<file path="src/rtl/price_threshold_scheduler.sv">
// Round-robin scheduler sharing one band-compare/debounce datapath among
// NUM_CH price feeds. Per-channel state, pending direction and debounce count
// live in register banks; the granted channel's context is read, updated and
// written back in a single cycle, so results appear one cycle after acceptance.
module price_threshold_scheduler #(
    parameter int NUM_CH          = 4,
    parameter int PRICE_W         = 8,
    parameter int UPPER_BAND      = 105,
    parameter int LOWER_BAND      = 95,
    parameter int DEBOUNCE_CYCLES = 3
) (
    input  logic                        clk,
    input  logic                        reset,
    input  logic [NUM_CH-1:0]           req_valid,
    input  logic [NUM_CH*PRICE_W-1:0]   req_price,
    output logic [NUM_CH-1:0]           req_ready,
    input  logic                        cfg_valid,
    input  logic [PRICE_W-1:0]          cfg_upper,
    input  logic [PRICE_W-1:0]          cfg_lower,
    output logic                        cfg_err,
    output logic                        out_valid,
    output logic [$clog2(NUM_CH)-1:0]   out_ch,
    output logic [1:0]                  out_state,
    output logic [2*NUM_CH-1:0]         state_vec
);
    localparam int CW = $clog2(NUM_CH);
    localparam int DW = $clog2(DEBOUNCE_CYCLES + 1);

    // State and direction share one encoding so a classification can be
    // compared directly against the current state or pending direction.
    localparam logic [1:0] S_BAND = 2'b01;
    localparam logic [1:0] S_HIGH = 2'b11;
    localparam logic [1:0] S_LOW  = 2'b10;
    localparam logic [1:0] D_NONE = 2'b00;

    typedef struct packed {
        logic [1:0]    st;
        logic [1:0]    dir;
        logic [DW-1:0] cnt;
    } ch_ctx_t;

    logic [NUM_CH-1:0][1:0]    st_q;
    logic [NUM_CH-1:0][1:0]    dir_q;
    logic [NUM_CH-1:0][DW-1:0] cnt_q;
    logic [CW-1:0]             ptr_q;
    logic [PRICE_W-1:0]        upper_q, lower_q;

    logic [CW-1:0]      gnt_idx;
    logic               gnt_any;
    logic               accept;
    logic               cfg_ok;
    logic [PRICE_W-1:0] price;
    logic [1:0]         cls;
    logic [DW:0]        inc;
    ch_ctx_t            cur, nxt;

    assign state_vec = st_q;
    assign accept    = gnt_any & ~cfg_valid;
    assign cfg_ok    = cfg_lower < cfg_upper;

    // Round-robin search from ptr_q; scanning downward lets the closest
    // valid channel (smallest offset) win without an early exit.
    always_comb begin
        int j;
        j         = 0;
        gnt_idx   = '0;
        gnt_any   = 1'b0;
        req_ready = '0;
        for (int k = NUM_CH - 1; k >= 0; k--) begin
            j = int'(ptr_q) + k;
            if (j >= NUM_CH) j = j - NUM_CH;
            if (req_valid[j]) begin
                gnt_idx = CW'(j);
                gnt_any = 1'b1;
            end
        end
        if (accept) req_ready[gnt_idx] = 1'b1;
    end

    // Shared datapath: classify the granted sample and advance its debounce.
    always_comb begin
        price = req_price[gnt_idx*PRICE_W +: PRICE_W];
        if (price >= upper_q)      cls = S_HIGH;
        else if (price <= lower_q) cls = S_LOW;
        else                       cls = S_BAND;
        cur = '{st: st_q[gnt_idx], dir: dir_q[gnt_idx], cnt: cnt_q[gnt_idx]};
        nxt = cur;
        inc = {1'b0, cur.cnt} + 1'b1;
        if (cls == S_BAND) begin
            nxt.st  = S_BAND;
            nxt.dir = D_NONE;
            nxt.cnt = '0;
        end else if (cls == cur.st) begin
            // Already in the matching extreme: nothing pending.
            nxt.dir = D_NONE;
            nxt.cnt = '0;
        end else begin
            if (cur.dir != cls || cur.cnt == '0) inc = (DW+1)'(1);
            if (inc >= (DW+1)'(DEBOUNCE_CYCLES)) begin
                nxt.st  = cls;
                nxt.dir = D_NONE;
                nxt.cnt = '0;
            end else begin
                nxt.dir = cls;
                nxt.cnt = inc[DW-1:0];
            end
        end
    end

    // Register banks, bands, RR pointer and registered outputs.
    always_ff @(posedge clk or negedge reset) begin
        if (!reset) begin
            for (int i = 0; i < NUM_CH; i++) st_q[i] <= S_BAND;
            dir_q     <= '0;
            cnt_q     <= '0;
            ptr_q     <= '0;
            upper_q   <= PRICE_W'(UPPER_BAND);
            lower_q   <= PRICE_W'(LOWER_BAND);
            out_valid <= 1'b0;
            out_ch    <= '0;
            out_state <= S_BAND;
            cfg_err   <= 1'b0;
        end else begin
            out_valid <= accept;
            cfg_err   <= cfg_valid & ~cfg_ok;
            if (accept) begin
                out_ch          <= gnt_idx;
                out_state       <= nxt.st;
                st_q[gnt_idx]   <= nxt.st;
                dir_q[gnt_idx]  <= nxt.dir;
                cnt_q[gnt_idx]  <= nxt.cnt;
                ptr_q           <= (gnt_idx == CW'(NUM_CH - 1)) ? '0 : gnt_idx + 1'b1;
            end
            if (cfg_valid && cfg_ok) begin
                upper_q <= cfg_upper;
                lower_q <= cfg_lower;
                dir_q   <= '0;
                cnt_q   <= '0;
            end
        end
    end
endmodule

</file>
<file path="config.mk">
export PLATFORM = sky130hd
export DESIGN_NAME = price_threshold_scheduler
export DESIGN_NICKNAME = d
export VERILOG_FILES = /design/src/rtl/price_threshold_scheduler.sv
export SDC_FILE = /design/constraint.sdc
export NUM_CORES = 1
export LEC_CHECK = 0
export CAP_MARGIN = 20
export CORE_ASPECT_RATIO = 0.8
export CORE_UTILIZATION = 40
export DETAILED_ROUTE_END_ITERATION = 10
export PLACE_DENSITY = 0.69
export RECOVER_POWER = 25
export SLEW_MARGIN = 10
export SYNTH_ARGS = -nofsm -noshare
export SYNTH_HDL_FRONTEND = slang
export SYNTH_SLANG_ARGS = --single-unit
</file>
<file path="constraint.sdc">
create_clock -name clk -period 4.3 [get_ports clk]
set_input_delay 0.43 -clock clk [delete_from_list [all_inputs] [get_ports clk]]
set_output_delay 0.43 -clock clk [all_outputs]
set_load 0.02 [all_outputs]
</file>
# Word-level counts from Yosys, hierarchy flattened
# Index checks and enable logic that the tools add are counted.
dict set report word_totals {
  reg_bits 48
  in_bits 55
  elab_cells 109
  out_inout_bits 18
}
dict set report op_classes {
  magnitude_cmp 14
  mux 53
  eq_ne 4
  addsub 9
  n_reduce_logical 5
  n_bitwise 4
  shifts 1
}
# op count
set op_table {}
lappend op_table {{$lt A32 B4 Y1 const B} 4}
lappend op_table {{$mux W32} 4}
lappend op_table {{$mux W8} 4}
lappend op_table {{$shiftx A32 B6 Y8} 1}
lappend op_table {{$mux W2} 13}
lappend op_table {{$bwmux W8} 3}
lappend op_table {{$mux W1} 13}
lappend op_table {{$bmux W2 S2} 3}
lappend op_table {{$mux W4} 3}
lappend op_table {{$sub A3 B3 Y4 const B} 3}
lappend op_table {{$ge A3 B3 Y1 const B} 3}
lappend op_table {{$mux W3} 3}
lappend op_table {{$bmux W1 S2} 4}
lappend op_table {{$ge A8 B8 Y1} 1}
lappend op_table {{$le A8 B8 Y1} 1}
lappend op_table {{$lt A8 B8 Y1} 1}
lappend op_table {{$add A2 B1 Y3 const B} 2}
lappend op_table {{$add A2 B2 Y3 const B} 2}
lappend op_table {{$mux W6} 1}
lappend op_table {{$demux W2 S2} 1}
lappend op_table {{$sub A2 B3 Y4 const B} 1}
lappend op_table {{$ge A2 B3 Y1 const B} 1}
lappend op_table {{$ge A3 B2 Y1 const B} 1}
lappend op_table {{$lt A2 B3 Y1 const B} 1}
lappend op_table {{13 further kinds} 16}

# Longest topological paths before layout
# Gate-level depths: netlist (run 1).
dict set report depth {
  depth_word 26
  depth_mapped 19
  mapped_depth_nobuf 16
}

# Worst setup path after synthesis (run 1)
# No wires, ideal clock.
dict set report synth_timing {
  kind {input to register}
  startpoint {in req_valid[2]}
  endpoint {reg cnt_q[0] in the netlist's numbering}
  arrival_ns 4.008
  setup_time_ns 0.096
  required_ns 4.204
  setup_slack_ns 0.196
  n_path_buf 3
  cell_stages 18
  path_cell_list {nor2b_1 > a211oi_2 > nor2_2 > buf_4 > buf_1 > mux2i_1 > nand2_1 > o21ai_0 > ha_1 > nand2b_1 > a211o_1 > a21oi_1 > o21ai_1 > mux2_2 > a31oi_4 > nand3_2 > buf_6 > o31ai_1}
}
dict set report synth_via {
  elab_chain_len 23
  word_cells_on_any_way 54
  cone_classes {add/sub: 1; order compare: 5; eq/ne: 3; shift: 1; mux: 39; bitwise: 1; reduce/logical: 4}
}
# element line_no
set synth_lines {}
lappend synth_lines {{from (decl)} 14} ;# input logic [NUM_CH-1:0] req_valid,
lappend synth_lines {{$bmux W1 S2} 72} ;# if (req_valid[j]) begin
lappend synth_lines {{$mux W1 (implied by the code) (2 in a row)} 72}
lappend synth_lines {{$mux W2 (3 in a row)} 72}
lappend synth_lines {{$mux W2 (*)} 72}
lappend synth_lines {{net gnt_idx[1]} 48} ;# logic [CW-1:0] gnt_idx;
lappend synth_lines {{$shiftx A32 B6 Y8} 82} ;# price = req_price[gnt_idx*PRICE_W +: PRICE_W];
lappend synth_lines {{$le A8 B8 Y1} 84} ;# else if (price <= lower_q) cls = S_LOW;
lappend synth_lines {{$mux W2} 84}
lappend synth_lines {{(+5 left out)} -}
lappend synth_lines {{$mux W3} 89} ;# if (cls == S_BAND) begin
lappend synth_lines {{$ge A3 B2 Y1} 99} ;# if (inc >= (DW+1)'(DEBOUNCE_CYCLES)) begin
lappend synth_lines {{$mux W4} 99}
lappend synth_lines {{$mux W4} 93} ;# end else if (cls == cur.st) begin
lappend synth_lines {{$mux W6} 89}
lappend synth_lines {{$bwmux W8 (*)} 131} ;# cnt_q[gnt_idx] <= nxt.cnt;
lappend synth_lines {{$mux W8 (*)} 126} ;# if (accept) begin
lappend synth_lines {{$mux W8 (*)} 134} ;# if (cfg_valid && cfg_ok) begin
lappend synth_lines {{to (signal, indexed assignment)} 131}
lappend synth_lines {{to (decl)} 44} ;# logic [NUM_CH-1:0][DW-1:0] cnt_q;
# Mark *: on every way through the listed nets, which the timed path passes. The rest lies on a longest branch. The select of a mux whose other input is x is not followed.
# A chain may end at the register's enable or synchronous reset.

# Worst setup path after layout (run 1)
dict set report layout_timing {
  startpoint {in req_valid[0]}
  endpoint {reg st_q, in the netlist state_vec[4]}
}
dict set report layout_via {
  elab_chain_len 21
  word_cells_on_any_way 51
  cone_classes {add/sub: 1; order compare: 5; eq/ne: 3; shift: 1; mux: 37; bitwise: 1; reduce/logical: 3}
}
# element line_no
set layout_lines {}
lappend layout_lines {{$bmux W1 S2} 72}
lappend layout_lines {{$mux W1 (implied by the code) (2 in a row)} 72}
lappend layout_lines {{$mux W2 (4 in a row)} 72}
lappend layout_lines {{$shiftx A32 B6 Y8} 82}
lappend layout_lines {{$le A8 B8 Y1} 84}
lappend layout_lines {{$mux W2} 84}
lappend layout_lines {{$mux W2} 83} ;# if (price >= upper_q) cls = S_HIGH;
lappend layout_lines {{$ne A2 B2 Y1} 98} ;# if (cur.dir != cls || cur.cnt == '0) inc = (DW+1)'(1);
lappend layout_lines {{$logic_or A1 B1 Y1} 98}
lappend layout_lines {{$mux W3} 98}
lappend layout_lines {{$mux W3} 93}
lappend layout_lines {{$mux W3} 89}
lappend layout_lines {{$ge A3 B2 Y1} 99}
lappend layout_lines {{$mux W2} 99}
lappend layout_lines {{$mux W2} 93}
lappend layout_lines {{$mux W6} 89}
lappend layout_lines {{$bwmux W8} 129} ;# st_q[gnt_idx] <= nxt.st;
lappend layout_lines {{to (signal, indexed assignment)} 129}
lappend layout_lines {{to (decl)} 42} ;# logic [NUM_CH-1:0][1:0] st_q;
# Several ways; a longest one is shown, not always the timed one. The select of a mux whose other input is x is not followed.

==> results of run 1 <==
==> cell families (layout without fill, tap and decap cells) <==
logic type	Yosys count	in the layout	synth area share
buf+inv	42	132	0.0529
compound gates	70	70	0.149
fa+ha+maj	29	29	0.114
simple gates	83	83	0.137
flops	48	48	0.382
mux	49	49	0.165
==> flip-flops by register name (all words and copies together) (netlist names) <==
signal / count
cnt_q: 8
dir_q: 8
lower_q: 8
state_vec: 8
upper_q: 8
out_ch: 2
out_state: 2
ptr_q: 2
cfg_err: 1
out_valid: 1
==> critical path, cell delays in order <==
cell and delay, ns:
clkdlybuf4s50_1 0.52, nand2_1 0.10, a211o_1 0.44, and3_1 0.24, a211oi_1 0.28, a21oi_1 0.12, ha_1 0.31, a21o_1 0.18
a21o_1 0.16, a21oi_1 0.13, o21ai_1 0.12, nor3_1 0.28, and4b_4 0.29, a31oi_4 0.07, mux2i_4 0.25, mux2_2 0.28
==> final cells by class <==
cell class | instances | share of cell area
Timing Repair Buffer | 92 | 0.203
Tap cell | 105 | 0.0306
Clock buffer | 6 | 0.0192
Inverter | 32 | 0.0289
Sequential cell | 48 | 0.284
Multi-Input combinational cell | 231 | 0.430
Clock inverter | 2 | 0.00321
==> power breakdown <==
part	internal (W)	switching [W]	total, W
Combinational	0.000702	0.000790	0.00149
Clock	0.000132	0.000160	0.000291
Sequential	0.000613	0.0000889	0.000702
Total	0.00145	0.00104	0.00249
==> through the flow <==
stage	setup TNS, ns	setup WS, ns	cell area [um^2]
finish	0	0.348	4290
floorplan	0	0.196	3190
global placement	0	0.0207	4140
detailed placement	-2.14	-0.140	4140
CTS	0	0.158	4230
global route	0	0.0444	4290
==> cell usage in the layout, fill, tap and decap left out, types with 13 or more instances in the layout <==
master            n
buf_4            18
a21oi_1          16
clkdlybuf4s50_1  71
nand2_1          25
inv_1            30
dfstp_2          15
mux2i_1          18
nand3_1          18
o21ai_0          13
ha_1             29
dfrtp_1          33
mux2_2           29
==> worst max-delay path by stage <==
stage | start | endpoint | slack (ns) | cells past startpoint
3_3_place_gp | req_valid[2] | state_vec[4] | 0.02 | 15
5_1_grt | req_valid[0] | cnt_q[7] | 0.04 | 16
6_report | req_valid[0] | state_vec[4] | 0.35 | 16
4_1_cts | req_valid[2] | state_vec[4] | 0.16 | 17
3_5_place_dp | req_valid[2] | state_vec[4] | -0.14 | 17
2_1_floorplan | req_valid[2] | cnt_q[0] | 0.20 | 18
==> layer usage <==
metal	track usage	part of all wire
met5	0	0
met4	0.0600	0.015
met3	0.0340	0.052
met2	0.334	0.45
met1	0.296	0.48
==> repair_timing <==
action,CTS,global route
setup endpoints to repair,0,22
buffers inserted,0,3
resized for setup,0,8
==> results.cfg, run 1 <==
[outcome]
violations = max-capacitance violations, max-slew violations
status = complete, but fails checks

[synth]
synth_edf_count = 0
synthDistinctLibCells = 47
yosysMostFrequentCell = dfrtp_1
yosysTopAreaCell = dfrtp_1
synth-seq-area-share = 0.382
synth_area_leaders = dfrtp_1 (26%), dfstp_2 (12%), ha_1 (11%)
synth_common_cells = dfrtp_1 (33), inv_1 (30), ha_1 (29), mux2_2 (29), nand2_1 (25)
ys.flop_type = dfrtp_1
ys_warn_count = 0
synth_top_cell_area_share = 0.259
async_flop_share = 1.00
syn_inst = 321
syn_avg_cell_area_um2 = 9.95
ys_ff_latch = 48
syn-cell-area_um2 = 3190
synth_nets = 405

[detailed_routing]
wire_per_inst_um = 15.3
num_vias = 2650
drt_iter0_markers = 188
vias_per_cell = 5.14
drc = 0
ant_nets = 0
drt_first_pass_iters = 4
totalWireLength_um = 7910

[placed_design]
placed_cells = 504
port-buffer-count = 72
dp_hpwl_um = 6020
gp_congestion = 0.870

[critical_path]
reg2reg_from = ptr_q[1]
worstSetupPathType = in -> reg
startpoint_type = input port
rrSetupSlack_ns = 0.48
crit_path_end_kind = flop
cp.arrival_ns = 4.20
r2r_end = state_vec[4]
reg2regPathDepth = 15
worst-path-max-fanout = 8
required_ns = 4.54

[cells_and_area]
multiInputGateArea_um2 = 1850
stdcell_count = 516
area_growth_pct = 34.4
fillers = 675
nets = 494
fin_util = 0.567
regArea_um2 = 1220
diodes = 0
drive_gt1_frac = 0.212

[global_route]
grt.total_usage = 0.210
grt-ovfl-total = 0
first_global_vias = 2717
grt_pass1_wl_um = 13300
antenna_found_initial = 1
grt_max_degree = 49

[sta]
hold_viol_final = 0
max_freq_mhz = 253
hold_slack_ns = 0.151
period_minus_slack_ns = 3.95
tightest_slew_ns = 1.85
worst_clock_skew_ns = 0.00393
setup_viol = 0
rsz0062_at_grt = no
slew_headroom = -0.233
drv_slew = 35
finalCritPeriodShare = 0.919

[power]
finalPower_w = 0.00249
ir_drop_mv = 0.343
leakage_nw = 1.98
power_density_nw_per_um2 = 579

[cts]
cts_sinks = 48
postCtsHoldBufs = 0
clk_pin_slew_ns = 0.09
cts_buffer_depth = 2
root_buffer = clkbuf_8
cts_buffers = 5
cts_tree = yes
clock_latency_ns = 0.31
h-tree-depth = 2

[floorplanning]
die_area_um2 = 8350
core_um2 = 7570
fp-row-count = 28
start_util = 0.422
fp.dieH_um = 81.9
ios = 73
die_w_um = 102

[job]
cap_violations = 1

[hold_path]
hp-class = in -> async
(Power assumes the default switching activity.)
==> run 2: changes to the inputs <==
Settings changed: SETUP_SLACK_MARGIN set to 0.15.
==> run 2 against run 1 <==
Effect of this change: the run still ends with max-capacitance violations, max-slew violations left; final area grew 1.9%; maximum frequency fell by 1.2%; sequential share of layout area shrank 0.52 points; combinational power rose by 4%; non-clock buffer count is 3 higher; register-to-register slack worse by 0.02 ns; global-route usage stayed put; highest routed layer unchanged; setup slack worse by 0.047 ns; cell count increased by 0.78%; count of clock-buffer cells in the layout unchanged.
==> results.cfg, run 2 (synthesis results as in run 1) <==
[placed_design]
gp_congestion = 0.870
post_dp_cell_area_um2 = 4140
port-buffer-count = 72
dp_hpwl_um = 6020
pre_cts_slack_ns = -0.140

[global_route]
grt.total_usage = 0.210
first_global_vias = 2717
grt-ovfl-total = 0
grt_max_degree = 49
grtUsageMet2 = 0.334
met3_usage = 0.0340
grt-busiest-layer = met2
globalRouteMet1Util = 0.296
grt_pass1_wl_um = 13300
antenna_found_initial = 1

[floorplanning]
start_util = 0.422
die_area_um2 = 8350
fp-row-count = 28
fp.dieH_um = 81.9
ios = 73
die_w_um = 102
core_um2 = 7570

[job]
cap_violations = 1

[critical_path]
worstSetupPathType = in -> reg
startpoint_type = input port
reg2regPathDepth = 18
crit_start = req_valid[2]
crit_path_end_kind = flop
critPathCapture = state_vec[4]
cp.arrival_ns = 4.26
critical_path_depth = 18
required_ns = 4.56
cp_cell_sequence = clkdlybuf4s50_1 -> nor2b_2 -> a211oi_4 -> nor2_4 -> clkinvlp_4 -> buf_4 -> a211oi_1 -> a21oi_1 -> ha_1 -> nand4_1 -> a21oi_1 -> o22ai_2 -> nor2b_1 -> mux2_2 -> a31oi_4 -> buf_12 -> mux2i_4 -> mux2_2
r2r_end = state_vec[4]
cp_top_family = buffers and inverters
reg2reg_from = ptr_q[0]
rrSetupSlack_ns = 0.46
max_stage_delay_ns = 0.54
path_buf_inv = 4
crit_path_top_delay_cell = clkdlybuf4s50_1
worst-path-max-fanout = 7

[cts]
clock_latency_ns = 0.31
cts_buffer_depth = 2
cts_tree = yes
cts_sinks = 48
postCtsHoldBufs = 0
cts_buffers = 5
h-tree-depth = 2
root_buffer = clkbuf_8
clk_pin_slew_ns = 0.09

[sta]
finalCritPeriodShare = 0.930
fin_setup_tns_ns = 0
worst_slack_ns = 0.301
max_freq_mhz = 250
tightest_slew_ns = 1.87
rsz0062_at_grt = no
slew_headroom = -0.245
hold_viol_final = 0
period_minus_slack_ns = 4.00
drv_slew = 35
worst_clock_skew_ns = 0.00289
setup_viol = 0

[cells_and_area]
final_area_um2 = 4370
area_growth_pct = 36.9
nets = 498
diodes = 0
final_common_cell = clkdlybuf4s50_1
drive_gt1_frac = 0.229
fin_util = 0.578
layout_common_cells = clkdlybuf4s50_1 (71), dfrtp_1 (33), inv_1 (30)

[power]
power_density_nw_per_um2 = 583
finalPower_w = 0.00255
leakage_nw = 2.02
ir_drop_mv = 0.342

[detailed_routing]
ant_nets = 0
drt_iter0_markers = 154
drt_first_pass_iters = 4
drc = 0
totalWireLength_um = 8140
num_vias = 2703
vias_per_cell = 5.20
wire_per_inst_um = 15.7

[outcome]
violations = max-capacitance violations, max-slew violations
status = complete, but fails checks

[hold_path]
hp-class = in -> async
[run 2: cell types whose count changed in the layout (fill, tap and decap cells not counted), sizes merged]
cell / previous run / this run
nand3: 19 / 20
buf: 19 / 22
[run 2: layer usage]
| metal | vias to the layer above | wire length (um) |
|---|---|---|
| met5 | - | 0 |
| met2 | 75 | 3690 |
| li1 | 1336 | - |
| met3 | 10 | 449 |
| met1 | 1282 | 3890 |
| met4 | 0 | 114 |
[run 2: layout make-up]
type	count	area (um^2)
fill	669	3200
tap	105	131
inverter	32	124
timing repair buffer	95	908
multi-input combinational	232	1890
sequential	48	1220
clock inverter	2	13.8
clock buffer	6	82.6
[run 2: worst min path at each step]
stage	to	slack, ns	depth (start not counted)
4_1_cts	lower_q[5]	0.34	1
5_1_grt	lower_q[5]	0.20	1
3_3_place_gp	dir_q[0]	0.47	2
3_5_place_dp	upper_q[2]	0.47	2
2_1_floorplan	cfg_err	0.13	0
6_report	lower_q[5]	0.15	1
[run 2: timing repair]
item / 4_1_cts / 5_1_grt
setup endpoints to repair: 0 / 25
gates resized for setup: 0 / 15
endpoints found under the hold margin: 0 / 0
buffers inserted: 0 / 6
[run 2: metrics by stage]
stage,instances,hold slack (ns)
floorplan,321,0.134
global placement,504,0.469
detailed placement,504,0.471
CTS,512,0.343
global route,520,0.195
finish,520,0.152
[run 2: where the power goes]
| part | total [W] | switching, W | internal [W] |
|---|---|---|---|
| Clock | 0.000292 | 0.000160 | 0.000132 |
| Combinational | 0.00155 | 0.000821 | 0.000731 |
| Sequential | 0.000705 | 0.0000921 | 0.000613 |
==> run 3: changes to the inputs <==
==> constraint.sdc (replaced) <==
create_clock -name clk -period 4.3 [get_ports clk]
set_input_delay 1.29 -clock clk [delete_from_list [all_inputs] [get_ports clk]]
set_output_delay 1.29 -clock clk [all_outputs]
set_load 0.02 [all_outputs]
==> run 3 against run 2 <==
Effect of this change: the run now ends clean; power up 21%; setup slack got worse by 0.28 ns; sequential cell count unchanged; non-clock buffer count is 36 higher; clock power increased by 20%; register-to-register slack better by 0.10 ns; largest power group unchanged; highest routed layer unchanged.
==> results.cfg, run 3 (synthesis results as in run 1) <==
[cts]
cts_tree = yes
cts_buffers = 5
cts_buffer_depth = 2
clk_pin_slew_ns = 0.09
root_buffer = clkbuf_8
h-tree-depth = 2
cts_sinks = 48
postCtsHoldBufs = 0
clock_latency_ns = 0.30

[critical_path]
reg2regPathDepth = 16
cp_common_cell = mux2_4
worst-path-max-fanout = 5
path_buf_inv = 3
cp_cell_sequence = buf_8 -> nor2b_4 -> a211oi_2 -> nor2_2 -> buf_6 -> mux2_4 -> o21ai_4 -> ha_4 -> nand2b_4 -> a211o_1 -> a21oi_2 -> o21ai_4 -> mux2_4 -> a31oi_4 -> buf_6 -> a21oi_4 -> mux2_4
max_stage_delay_ns = 0.30
crit_path_top_delay_cell = mux2_4
cp_top_family = compound AO/OA/AOI/OAI gates
required_ns = 4.49
crit_path_end_kind = flop
startpoint_type = input port
cp.arrival_ns = 4.47
worstSetupPathType = in -> reg
critical_path_depth = 17

[floorplanning]
fp.dieH_um = 81.9
core_um2 = 7570
die_w_um = 102
ios = 73
start_util = 0.422
fp-row-count = 28
die_area_um2 = 8350

[cells_and_area]
stdcell_count = 555
area_growth_pct = 55.3
fin_util = 0.655
nets = 533
diodes = 0
fillers = 608
final_common_cell = clkdlybuf4s50_1
drive_gt1_frac = 0.396
layout_common_cells = clkdlybuf4s50_1 (63), buf_4 (50), dfrtp_1 (33)

[sta]
finalCritPeriodShare = 0.995
tightest_slew_ns = 1.41
hold_viol_final = 0
drv_slew = 0
max_freq_mhz = 234
period_minus_slack_ns = 4.28
hold_slack_ns = 0.488
slew_headroom = 0.0580
worst_slack_ns = 0.0202
rsz0062_at_grt = yes
setup_viol = 0
worst_clock_skew_ns = 0.00623

[global_route]
grt-ovfl-total = 0
first_global_vias = 2930
grt_pass1_wl_um = 14400
grt_max_degree = 49
grt.total_usage = 0.228
antenna_found_initial = 0

[detailed_routing]
ant_nets = 0
vias_per_cell = 5.32
wl_met2_um = 4130
wire_per_inst_um = 16.6
totalWireLength_um = 9230
wl_met1_um = 4370
drt_first_pass_iters = 4
met3_length_um = 636
drc = 0
top_layer_used = met4
drt_iter0_markers = 126
num_vias = 2954

[outcome]
status = finished clean

[placed_design]
gp_congestion = 0.855
pre_cts_slack_ns = -0.748
port-buffer-count = 72
placed_cells = 534
dp_hpwl_um = 6590

[power]
ir_drop_mv = 0.411
leakage_nw = 2.31
power_density_nw_per_um2 = 623
finalPower_w = 0.00309

[job]
cap_violations = 0

[hold_path]
hp-class = reg -> reg
min_delay_path_depth = 2
## run 3: cell count changes in the layout (fill, tap and decap cells not counted), sizes merged
cell and delta:
buf +45, bufinv +1, clkinvlp -1, inv -1, nand3 -1, clkinv +1
clkbuf -1, clkdlybuf4s50 -8
## run 3: worst register-to-register path: cells and delay by family (launching register included)
kind | cells | cell delay, ns
AO/OA/AOI/OAI | 7 | 1.30
AND/OR/NAND/NOR | 4 | 0.60
multiplexers | 2 | 0.55
flip-flops | 1 | 0.54
adder cells (fa/ha/maj) | 1 | 0.34
buffers and inverters | 2 | 0.32
## run 3: timing repair
action,4_1_cts,5_1_grt
setup buffers,7,5
endpoints found under the setup margin,30,30
gates resized for setup,63,42
pin swaps,16,20
## run 3: area by class of cell
cell class | count | area (um^2) | area share
Clock inverter | 2 | 38.8 | 0.00782
Timing Repair Buffer | 131 | 1220 | 0.247
Tap cell | 105 | 131 | 0.0265
Inverter | 32 | 121 | 0.0245
Clock buffer | 6 | 82.6 | 0.0167
Multi-Input combinational cell | 231 | 2140 | 0.432
Sequential cell | 48 | 1220 | 0.246
## run 3: path summary, 6_finish.rpt
kind | from | to | slack (ns)
setup / recovery | req_valid[2] | state_vec[5] | 0.02
hold / removal | upper_q[6] | upper_q[6] | 0.49
setup reg to reg | ptr_q[1] | state_vec[5] | 0.56
hold reg to reg | upper_q[6] | upper_q[6] | 0.49
max in group asynchronous | reset | lower_q[0] | 2.17
min in group asynchronous | reset | upper_q[4] | 1.30
## run 3: report_power, final
group	internal, W	switching (W)
Combinational	0.00103	0.000996
Clock	0.000190	0.000160
Sequential	0.000613	0.000101
Total	0.00183	0.00126
## run 3: per-layer routing
layer | global-route usage | up-vias
li1 | - | 1411
met1 | 0.322 | 1444
met2 | 0.372 | 91
met3 | 0.0306 | 8
met4 | 0.0543 | 0
met5 | 0 | -
## run 3: through the flow
stage,TNS [ns],area [um^2]
CTS,0,4720
detailed placement,-19.81,4410
global route,-1.00,4960
finish,0,4960
global placement,-19.51,4410
floorplan,-0.743,3270
